`config.mk`:
```
export PLATFORM = sky130hd
export DESIGN_NAME = if_fetch_stage
export DESIGN_NICKNAME = d
export VERILOG_FILES = /design/src/rtl/if_fetch_stage_pkg.sv /design/src/rtl/if_fetch_stage_fetch_queue.sv /design/src/rtl/if_fetch_stage.sv
export SDC_FILE = /design/constraint.sdc
export NUM_CORES = 1
export LEC_CHECK = 0
export BUFFER_PORTS_ARGS = -buffer_cell sky130_fd_sc_hd__buf_2
export CAP_MARGIN = 40
export CELL_PAD_IN_SITES_DETAIL_PLACEMENT = 1
export CELL_PAD_IN_SITES_GLOBAL_PLACEMENT = 2
export CORE_ASPECT_RATIO = 0.8
export CORE_UTILIZATION = 45
export CTS_CLUSTER_DIAMETER = 30
export CTS_CLUSTER_SIZE = 25
export DETAILED_ROUTE_END_ITERATION = 7
export PLACE_DENSITY_LB_ADDON = 0.1
export SLEW_MARGIN = 20
export SYNTH_ARGS = -nofsm -noshare
export SYNTH_HDL_FRONTEND = slang
export SYNTH_SLANG_ARGS = --single-unit
```
`constraint.sdc`:
```
create_clock -name cpu_clk -period 5.63 [get_ports cpu_clk]
set_input_delay 0.2815 -clock cpu_clk [delete_from_list [all_inputs] [get_ports cpu_clk]]
set_output_delay 0.2815 -clock cpu_clk [all_outputs]
set_load 0.03 [all_outputs]
```
`src/rtl/if_fetch_stage_pkg.sv`:
```
// Shared constants and types for the LA32R instruction-fetch stage.
package if_fetch_stage_pkg;

  localparam logic [31:0] RESET_PC_DEF = 32'h1C00_0000;
  localparam logic [31:0] INST_NOP     = 32'h0340_0000;

  typedef struct packed {
    logic [31:0] pc;
    logic [31:0] inst;
  } fq_entry_t;

  function automatic logic [31:0] word_align(logic [31:0] pc);
    return pc & 32'hFFFF_FFFC;
  endfunction

endpackage

```
`src/rtl/if_fetch_stage_fetch_queue.sv`:
```
// Synchronous FIFO with flush; used for both the fetch queue and the in-flight PC queue.
module if_fetch_stage_fetch_queue #(
  parameter int unsigned Width = 64,
  parameter int unsigned Depth = 4,
  localparam int unsigned PtrW = $clog2(Depth),
  localparam int unsigned CntW = PtrW + 1
) (
  input  logic             clk_i,
  input  logic             rst_i,
  input  logic             flush_i,
  input  logic             push_i,
  input  logic [Width-1:0] push_data_i,
  input  logic             pop_i,
  output logic [Width-1:0] pop_data_o,
  output logic             full_o,
  output logic             empty_o,
  output logic [CntW-1:0]  count_o
);

  logic [Width-1:0] mem_q [Depth];
  logic [PtrW-1:0]  wr_ptr_q, rd_ptr_q;
  logic [CntW-1:0]  count_q;
  logic             do_push, do_pop;

  // Flush wins over a same-cycle push or pop.
  assign do_push = push_i && !flush_i;
  assign do_pop  = pop_i && !flush_i && !empty_o;

  always_ff @(posedge clk_i or posedge rst_i) begin
    if (rst_i) begin
      wr_ptr_q <= '0;
      rd_ptr_q <= '0;
      count_q  <= '0;
    end else if (flush_i) begin
      wr_ptr_q <= '0;
      rd_ptr_q <= '0;
      count_q  <= '0;
    end else begin
      if (do_push) wr_ptr_q <= wr_ptr_q + PtrW'(1);
      if (do_pop)  rd_ptr_q <= rd_ptr_q + PtrW'(1);
      count_q <= count_q + CntW'(do_push) - CntW'(do_pop);
    end
  end

  always_ff @(posedge clk_i) begin
    if (do_push) mem_q[wr_ptr_q] <= push_data_i;
  end

  assign pop_data_o = mem_q[rd_ptr_q];
  assign full_o     = (count_q == CntW'(Depth));
  assign empty_o    = (count_q == '0);
  assign count_o    = count_q;

endmodule

```
`src/rtl/if_fetch_stage.sv`:
```
// LA32R fetch stage: issues SRAM-like instruction requests, queues responses for decode,
// and drops responses that belong to a redirected-away path.
module if_fetch_stage
  import if_fetch_stage_pkg::*;
#(
  parameter logic [31:0] RESET_PC = RESET_PC_DEF,
  parameter int unsigned FQ_DEPTH = 4
) (
  input  logic        cpu_clk,
  input  logic        cpu_rst,
  output logic        inst_req,
  output logic [31:0] inst_addr,
  input  logic        inst_addr_ok,
  input  logic        inst_data_ok,
  input  logic [31:0] inst_rdata,
  input  logic        redirect_valid,
  input  logic [31:0] redirect_pc,
  input  logic        id_ready,
  output logic        if_valid,
  output logic [31:0] if_pc,
  output logic [31:0] if_inst
);

  localparam int unsigned CntW = $clog2(FQ_DEPTH) + 1;
  localparam int unsigned SumW = CntW + 1;

  logic            req_q, req_d;
  logic            stale_req_q, stale_req_d;
  logic [31:0]     addr_q, addr_d;
  logic [31:0]     fetch_pc_q, fetch_pc_d, pc_src;
  logic [CntW-1:0] discard_q, discard_d;
  logic [SumW-1:0] total_d;
  logic            accept, accept_stale, hold, live_resp, drop_resp, pop, pcq_push;

  fq_entry_t       fq_head, fq_push_data;
  logic            fq_full, fq_empty, pcq_full, pcq_empty;
  logic [CntW-1:0] fq_count, pcq_count;
  logic [31:0]     pcq_head;

  assign inst_req     = req_q;
  assign inst_addr    = addr_q;
  assign accept       = req_q && inst_addr_ok;
  assign hold         = req_q && !inst_addr_ok;
  assign live_resp    = inst_data_ok && !redirect_valid && (discard_q == '0);
  assign drop_resp    = inst_data_ok && !live_resp;
  assign pop          = !fq_empty && id_ready && !redirect_valid;
  assign pcq_push     = accept && !redirect_valid && !stale_req_q;
  assign fq_push_data = '{pc: pcq_head, inst: inst_rdata};

  if_fetch_stage_fetch_queue #(
    .Width($bits(fq_entry_t)),
    .Depth(FQ_DEPTH)
  ) u_fq (
    .clk_i      (cpu_clk),
    .rst_i      (cpu_rst),
    .flush_i    (redirect_valid),
    .push_i     (live_resp),
    .push_data_i(fq_push_data),
    .pop_i      (pop),
    .pop_data_o (fq_head),
    .full_o     (fq_full),
    .empty_o    (fq_empty),
    .count_o    (fq_count)
  );

  // PCs of live requests, popped in order as their responses arrive.
  if_fetch_stage_fetch_queue #(
    .Width(32),
    .Depth(FQ_DEPTH)
  ) u_pcq (
    .clk_i      (cpu_clk),
    .rst_i      (cpu_rst),
    .flush_i    (redirect_valid),
    .push_i     (pcq_push),
    .push_data_i(addr_q),
    .pop_i      (live_resp),
    .pop_data_o (pcq_head),
    .full_o     (pcq_full),
    .empty_o    (pcq_empty),
    .count_o    (pcq_count)
  );

  always_comb begin
    pc_src       = redirect_valid ? word_align(redirect_pc) : fetch_pc_q;
    accept_stale = accept && stale_req_q && !redirect_valid;
    discard_d    = discard_q - CntW'(drop_resp) + CntW'(accept_stale);
    // Slots in use next cycle: queued, live in flight, and still to be discarded.
    total_d      = SumW'(fq_count) + SumW'(pcq_count) + SumW'(discard_q) + SumW'(accept)
                 - SumW'(pop) - SumW'(drop_resp);
    if (redirect_valid) begin
      discard_d = discard_q - CntW'(drop_resp) + pcq_count + CntW'(accept);
      total_d   = SumW'(discard_d);
    end

    req_d       = hold;
    addr_d      = addr_q;
    fetch_pc_d  = pc_src;
    stale_req_d = hold && (stale_req_q || redirect_valid);
    if (!hold) begin
      req_d  = (total_d < SumW'(FQ_DEPTH));
      addr_d = pc_src;
      if (req_d) fetch_pc_d = pc_src + 32'd4;
    end
  end

  always_ff @(posedge cpu_clk or posedge cpu_rst) begin
    if (cpu_rst) begin
      req_q       <= 1'b0;
      stale_req_q <= 1'b0;
      addr_q      <= RESET_PC;
      fetch_pc_q  <= RESET_PC;
      discard_q   <= '0;
    end else begin
      req_q       <= req_d;
      stale_req_q <= stale_req_d;
      addr_q      <= addr_d;
      fetch_pc_q  <= fetch_pc_d;
      discard_q   <= discard_d;
    end
  end

  assign if_valid = !fq_empty;
  assign if_pc    = if_valid ? fq_head.pc : 32'h0;
  assign if_inst  = if_valid ? fq_head.inst : INST_NOP;

  assert property (@(posedge cpu_clk) disable iff (cpu_rst)
    !(live_resp && (fq_full || pcq_empty)));
  assert property (@(posedge cpu_clk) disable iff (cpu_rst) !(pcq_push && pcq_full));
  assert property (@(posedge cpu_clk) disable iff (cpu_rst)
    (SumW'(discard_q) + SumW'(pcq_count)) <= SumW'(FQ_DEPTH));

endmodule
```
* Yosys cells after proc, flatten, opt, wreduce, memory -nomap -nowiden *
Memories as Yosys holds them, arrays and structs flattened.
Index checks and enable logic that the tools add are counted.

word-level totals
  bits in registers = 83
  bits in writable memories = 384
  input bits = 70
  output and inout bits = 98
  word-level logic and storage cells = 85
  memories kept = 2

memory list
  name         words  width  rd ports  clocked after memory_dff  wr ports  RTL line                          text
  u_fq.mem_q   4      64     1         0                         1         if_fetch_stage_fetch_queue.sv:20  logic [Width-1:0] mem_q [Depth];
  u_pcq.mem_q  4      32     1         0                         1         if_fetch_stage_fetch_queue.sv:20

cells by class
  $add $sub $neg = 18
  $lt $le $gt $ge = 1
  mux-type cells = 22
  reductions and logical operators = 31

operators with widths
  cell                     number
  $mux W32                 5
  $add A32 B3 Y32 const B  1
  $logic_and A1 B1 Y1      17
  $mux W2                  8
  $add A3 B1 Y3            4
  $logic_not A3 Y1         3
  $mux W3                  3
  $sub A3 B1 Y3            3
  $add A2 B1 Y2 const B    4
  $reduce_bool A2 Y1       4
  $sub A4 B1 Y4            2
  $logic_not A1 Y1         6
  $mux W1                  5
  $add A3 B3 Y4            1
  $add A4 B1 Y4            1
  $add A4 B3 Y4            1
  $lt A4 B3 Y1 const B     1
  $mux W4                  1
  $add A3 B3 Y3            1
  $logic_or A1 B1 Y1       1

* Logic depth before layout (Yosys ltp) *
  word-level depth = 12
  gate-level depth with buffers = 18
  depth with buffers taken out = 15

* Cells and area by module *
Synthesis repeated with hierarchy kept, for this count alone.

second synthesis, totals
  cell total of the unflattened synthesis = 1053
  area, all modules = 19225.9 um^2

by module, submodules not included
  module                              instances  cells an instance  area an instance (um^2)  sequential area each (um^2)
  if_fetch_stage_fetch_queue (u_fq)   1          380                9744.3                   7862.5
  if_fetch_stage_fetch_queue (u_pcq)  1          213                5134.9                   4018.9
  if_fetch_stage                      1          460                4346.7                   1734.2

* Worst setup path after synthesis *
No wires, ideal clock.

  path kind = input to register
  start point = in redirect_valid
  end point = reg fetch_pc_q[22]
  setup time = 135 ps
  arrival = 4888 ps
  data required time = 5495 ps
  setup slack = 607 ps
  cell stages on the path = 18
  path buffers = 6
  path through = buf_6 -> buf_4 -> buf_6 -> clkbuf_1 -> buf_2 -> clkbuf_1 -> nor2_1 -> fa_1 -> fa_1 -> fa_1 -> inv_1 -> ha_1 -> and4b_1 -> o21ai_0 -> o2111ai_1 -> a2111oi_4 -> and4_2 -> o31ai_1

between the ends
  longest elaborated chain between the ends = 12
  elaborated cells between the ends (all ways) = 17
  classes of those cells = 6 x add/sub; 1 x order compare; 4 x mux; 6 x reduce/logical

RTL lines
  element                            RTL line                                    text
  start, declared                    if_fetch_stage.sv:16                        input logic redirect_valid,
  $logic_not A1 Y1                   if_fetch_stage.sv:44, if_fetch_stage.sv:46
  $logic_and A1 B1 Y1 (2 in series)  if_fetch_stage.sv:44                        assign live_resp = inst_data_ok && !redirect_valid && (discard_q == '0);
  $logic_not A1 Y1                   if_fetch_stage.sv:45                        assign drop_resp = inst_data_ok && !live_resp;
  $logic_and A1 B1 Y1                if_fetch_stage.sv:45
  $sub A3 B1 Y3                      if_fetch_stage.sv:91                        discard_d = discard_q - CntW'(drop_resp) + pcq_count + CntW'(accept);
  $add A3 B3 Y3                      if_fetch_stage.sv:91
  $add A3 B1 Y3                      if_fetch_stage.sv:91
  $mux W4                            if_fetch_stage.sv:90                        if (redirect_valid) begin
  $lt A4 B3 Y1                       if_fetch_stage.sv:100                       req_d = (total_d < SumW'(FQ_DEPTH));
  $mux W32                           if_fetch_stage.sv:102                       if (req_d) fetch_pc_d = pc_src + 32'd4;
  $mux W32 *                         if_fetch_stage.sv:99                        if (!hold) begin
  net fetch_pc_d[22]                 if_fetch_stage.sv:30                        logic [31:0] fetch_pc_q, fetch_pc_d, pc_src;
  end signal, assigned               if_fetch_stage.sv:117                       fetch_pc_q <= fetch_pc_d;
  end, declared                      if_fetch_stage.sv:30

The timed path passes the listed nets; every way through them passes the cells marked *.
A chain may end at the register's enable or synchronous reset.

* Final worst setup path *
  start point = reg discard_q[2]
  end point = reg fetch_pc_q[22]

between the ends
  longest elaborated chain between the ends = 11
  elaborated cells between the ends (all ways) = 15
  classes of those cells = 7 x add/sub; 1 x order compare; 3 x mux; 4 x reduce/logical

RTL lines
  element                                                RTL line               text
  start, declared                                        if_fetch_stage.sv:31   logic [CntW-1:0] discard_q, discard_d;
  start signal, assigned                                 if_fetch_stage.sv:118  discard_q <= discard_d;
  branches (longest 7 deep; another with $add A4 B3 Y4)  -
  $mux W4 *                                              if_fetch_stage.sv:90
  $lt A4 B3 Y1 *                                         if_fetch_stage.sv:100
  $mux W32 *                                             if_fetch_stage.sv:102
  $mux W32 *                                             if_fetch_stage.sv:99
  net fetch_pc_d[22]                                     if_fetch_stage.sv:30

Mark *: on every way through the listed nets, which the timed path passes.

==> run_summary.xml <==
<?xml version="1.0" encoding="UTF-8"?>
<metrics>
  <group name="sta">
    <metric name="finalCritPeriodShare" unit="">0.833</metric>
    <metric name="setup_viol_count_final" unit="">0</metric>
    <metric name="min_period" unit="ns">4.69</metric>
    <metric name="worst_clock_skew" unit="ns">0.0168</metric>
    <metric name="final.setup.tns" unit="ns">0</metric>
    <metric name="rsz0062_at_grt" unit="">false</metric>
    <metric name="slew-limit-headroom" unit="">0.435</metric>
    <metric name="timing.hold.ws" unit="ns">0.0487</metric>
    <metric name="slew_worst_pin" unit="ns">0.847</metric>
    <metric name="drv_slew" unit="">0</metric>
    <metric name="achievable-frequency" unit="MHz">213</metric>
    <metric name="finalHoldViolCount" unit="">0</metric>
  </group>
  <group name="worst_setup_path">
    <metric name="worst-endpoint-required" unit="ns">6.15</metric>
    <metric name="slowest_delay" unit="ns">0.62</metric>
    <metric name="timing.critical_path.slowest_stage_cell" unit="">sky130_fd_sc_hd__a2111oi_4</metric>
    <metric name="worstSetupPathType" unit="">reg -&gt; reg</metric>
    <metric name="startpoint_type" unit="">flip-flop</metric>
    <metric name="crit_path_cell_trace" unit="">nor2_1, and4_1, nor2b_1, fa_1, fa_1, fa_1, inv_1, ha_1, and4b_1, o21ai_0, o2111ai_1, buf_4, a2111oi_4, a31oi_1, o31ai_1</metric>
    <metric name="critPathCaptureType" unit="">flip-flop</metric>
    <metric name="critical_path_arrival" unit="ns">5.21</metric>
    <metric name="critPathMaxFanout" unit="">10</metric>
    <metric name="worst_setup_path_startpoint" unit="">discard_q[2]</metric>
    <metric name="cp_common_cell" unit="">sky130_fd_sc_hd__fa_1</metric>
    <metric name="r2r-start" unit="">discard_q[2]</metric>
  </group>
  <group name="synthesis">
    <metric name="synth.cell_area" unit="sq um">19000</metric>
    <metric name="async_reset_ff_frac" unit="">0.178</metric>
    <metric name="synth_enable_flop_cells" unit="">384</metric>
    <metric name="synth_top_cell_by_area" unit="">sky130_fd_sc_hd__edfxtp_1</metric>
    <metric name="largest_family_of_logic_cells_by_synthesized_area" unit="">multiplexers</metric>
    <metric name="syn_nets" unit="">1154</metric>
    <metric name="synthesis.area_per_instance" unit="sq um">18.1</metric>
    <metric name="netlist-cell-type-count" unit="">58</metric>
    <metric name="yosysWarningCount" unit="">0</metric>
    <metric name="xor_and_xnor_fraction_of_the_mapped_netlist_area" unit="">0.0207</metric>
    <metric name="synthFlopType" unit="">sky130_fd_sc_hd__edfxtp_1</metric>
    <metric name="post_synth_fa_ha_maj_area_fraction" unit="">0.0233</metric>
    <metric name="synthTopCellsByCount" unit="">384 x sky130_fd_sc_hd__edfxtp_1, 96 x sky130_fd_sc_hd__mux4_2, 77 x sky130_fd_sc_hd__dfrtp_1</metric>
    <metric name="yosysMostFrequentCell" unit="">sky130_fd_sc_hd__edfxtp_1</metric>
    <metric name="netlist.area_leader.share" unit="">0.606</metric>
    <metric name="netlist_instances" unit="">1054</metric>
    <metric name="yosys-mux-area-fraction" unit="">0.133</metric>
    <metric name="ys_seq_elements" unit="">467</metric>
    <metric name="fraction_of_the_mapped_netlist_area_in_compound_gates" unit="">0.0257</metric>
    <metric name="post_synthesis_sequential_area_ratio" unit="">0.715</metric>
    <metric name="yosys-top-cells-area" unit="">sky130_fd_sc_hd__edfxtp_1 61%, sky130_fd_sc_hd__mux4_2 11%, sky130_fd_sc_hd__dfrtp_1 10%, sky130_fd_sc_hd__nor2b_1 2.3%, sky130_fd_sc_hd__mux2i_1 1.6%</metric>
    <metric name="post_synth_and_or_nand_nor_area_fraction" unit="">0.0654</metric>
  </group>
  <group name="clock_tree">
    <metric name="htree_num_levels" unit="">3</metric>
    <metric name="clock_buffer_count_from_cts" unit="">95</metric>
    <metric name="cts_hold_repair.buffers" unit="">37</metric>
    <metric name="clockRootBuffer" unit="">sky130_fd_sc_hd__clkbuf_16</metric>
    <metric name="clockBufferDepth" unit="">3</metric>
    <metric name="postCtsSetupBuffers" unit="">0</metric>
    <metric name="clock_sink_count" unit="">467</metric>
    <metric name="cts_tree" unit="">yes</metric>
    <metric name="cts.reportedPaths.clkPinSlew" unit="ns">0.05</metric>
    <metric name="insertion_delay" unit="ns">0.62</metric>
    <metric name="cts.repair.resized" unit="">0</metric>
  </group>
  <group name="global_routing">
    <metric name="global_route_wire_length_before_repair" unit="mm">68.6</metric>
    <metric name="grt_antenna_before_repair" unit="">0</metric>
    <metric name="grt.total_usage" unit="">0.215</metric>
    <metric name="grt_start_max_net_pins" unit="">54</metric>
    <metric name="overflow" unit="">0</metric>
    <metric name="grt_pass1_vias" unit="">11400</metric>
  </group>
  <group name="floorplan">
    <metric name="die-height" unit="microns">186</metric>
    <metric name="die_area" unit="sq um">43100</metric>
    <metric name="io_pins" unit="">168</metric>
    <metric name="core" unit="sq um">41800</metric>
    <metric name="floorplan.rows" unit="">67</metric>
    <metric name="die_width" unit="microns">232</metric>
    <metric name="initial_core_util" unit="">0.455</metric>
  </group>
  <group name="route">
    <metric name="iter_0_drt_violations" unit="">525</metric>
    <metric name="num_vias" unit="">10400</metric>
    <metric name="routed_wire_length" unit="mm">44.4</metric>
    <metric name="vias_per_cell" unit="">5.26</metric>
    <metric name="drc" unit="">0</metric>
    <metric name="drt-wirelength-per-cell" unit="microns">22.5</metric>
    <metric name="antenna_violating_nets_post_route" unit="">0</metric>
    <metric name="drt_first_pass_iters" unit="">5</metric>
  </group>
  <group name="min_path">
    <metric name="worst_hold_path_type" unit="">in -&gt; reg</metric>
    <metric name="hold_path_startpoint" unit="">id_ready</metric>
  </group>
  <group name="pwr">
    <metric name="switching_share" unit="">0.299</metric>
    <metric name="vdd_drop_max" unit="mV">0.388</metric>
    <metric name="p_switching" unit="W">0.00380</metric>
    <metric name="internal_power" unit="W">0.00890</metric>
    <metric name="power.density_cell_area" unit="nW/um^2">520</metric>
    <metric name="power.share.sequential" unit="">0.346</metric>
    <metric name="share_comb_of_total_power" unit="">0.202</metric>
    <metric name="clock_share_of_power" unit="">0.452</metric>
    <metric name="power_leakage" unit="nW">8.80</metric>
  </group>
  <group name="place">
    <metric name="placed_cells_incl_taps" unit="">1750</metric>
    <metric name="gpl.final_weighted_congestion" unit="">0.739</metric>
    <metric name="dpl_cell_area" unit="sq um">20700</metric>
    <metric name="post-dp-hpwl" unit="mm">26.8</metric>
    <metric name="placement.io_buffers" unit="">165</metric>
  </group>
  <group name="cells_and_area">
    <metric name="postLayoutCoreUtil" unit="">0.584</metric>
    <metric name="antenna_cells_inserted" unit="">0</metric>
    <metric name="layout.cells.non_filler" unit="">1969</metric>
    <metric name="layout-drive-gt1-share" unit="">0.347</metric>
    <metric name="area_growth_syn_to_layout" unit="%">28.3</metric>
    <metric name="finalInstanceArea" unit="sq um">24400</metric>
    <metric name="finalNetCount" unit="">1434</metric>
  </group>
  <group name="outcome">
    <metric name="run_status" unit="">finished clean</metric>
  </group>
  <group name="job">
    <metric name="timing.max_cap.violations" unit="">0</metric>
  </group>
</metrics>
-- layout make-up --
type,count,area (sq um)
Tap cell,552,691
Timing Repair Buffer,230,1510
Fill cell,3832,17400
Clock inverter,71,830
Sequential cell,467,13600
Multi-Input combinational cell,507,5120
Inverter,33,125
Clock buffer,109,2520
-- state kept, by name (all words and copies together), names as in the netlist, 3 cells and up --
signal         cells
u_pcq.count_o      3
fetch_pc_q        32
inst_addr         32
u_fq.mem_q       256
u_fq.count_o       3
u_pcq.mem_q      128
discard_q          3
-- path summary, 6_finish.rpt --
path	end	slack, ns	depth (start not counted)
max	fetch_pc_q[22]	0.94	15
min	u_fq.rd_ptr_q[1]	0.05	4
max reg2reg	fetch_pc_q[22]	0.94	15
min reg2reg	fetch_pc_q[1]	0.52	1
max in group asynchronous	u_pcq.rd_ptr_q[0]	4.19	4
min in group asynchronous	fetch_pc_q[6]	0.32	3
-- logic make-up (layout without fill, tap and decap cells) --
kind of cell             Yosys count  after routing
flip-flops                       467            467
AND/OR/NAND/NOR                  228            228
multiplexers                     132            132
buffers and inverters             80            443
AO/OA/AOI/OAI                     72             72
XOR/XNOR                          45             45
adder cells (fa/ha/maj)           30             30
-- routing by layer --
layer / up-vias / GRT usage / wire (microns)
met5: - / 0 / 0
met4: 0 / 0.0642 / 877
met3: 64 / 0.0458 / 1720
met2: 224 / 0.346 / 21300
met1: 5387 / 0.294 / 20500
li1: 4681 / - / -
-- power groups by stage --
stage / logic [W] / registers (W) / clock network [W]
finish: 0.00257 / 0.00440 / 0.00573
global route: 0.00279 / 0.00444 / 0.00600
CTS: 0.00262 / 0.00441 / 0.00584
detailed placement: 0.00257 / 0.00447 / 0
global placement: 0.00245 / 0.00449 / 0
floorplan: 0.00168 / 0.00446 / 0
-- cells in the final DEF (no fill, tap or decap), types with 29 or more instances in the layout --
master,instances
sky130_fd_sc_hd__a21oi_1,29
sky130_fd_sc_hd__buf_2,166
sky130_fd_sc_hd__clkbuf_16,97
sky130_fd_sc_hd__dfrtp_1,73
sky130_fd_sc_hd__dlygate4sd3_1,37
sky130_fd_sc_hd__edfxtp_1,384
sky130_fd_sc_hd__inv_1,31
sky130_fd_sc_hd__mux2i_1,30
sky130_fd_sc_hd__mux4_2,96
sky130_fd_sc_hd__nand2_1,40
sky130_fd_sc_hd__nor2_1,48
sky130_fd_sc_hd__nor2b_1,70
-- critical path, delay by kind of cell (launching register included) --
family,cells,cell delay [ns]
simple gates,4,0.91
compound gates,5,1.41
flops,1,0.40
buf+inv,2,0.24
fa+ha+maj,4,1.61
-- metrics by stage --
stage,power [W],setup WS [ns]
floorplan,0.00615,0.607
global route,0.0132,0.604
detailed placement,0.00704,0.855
CTS,0.0129,0.846
global placement,0.00695,0.901
finish,0.0127,0.940
(Power assumes the default switching activity.)
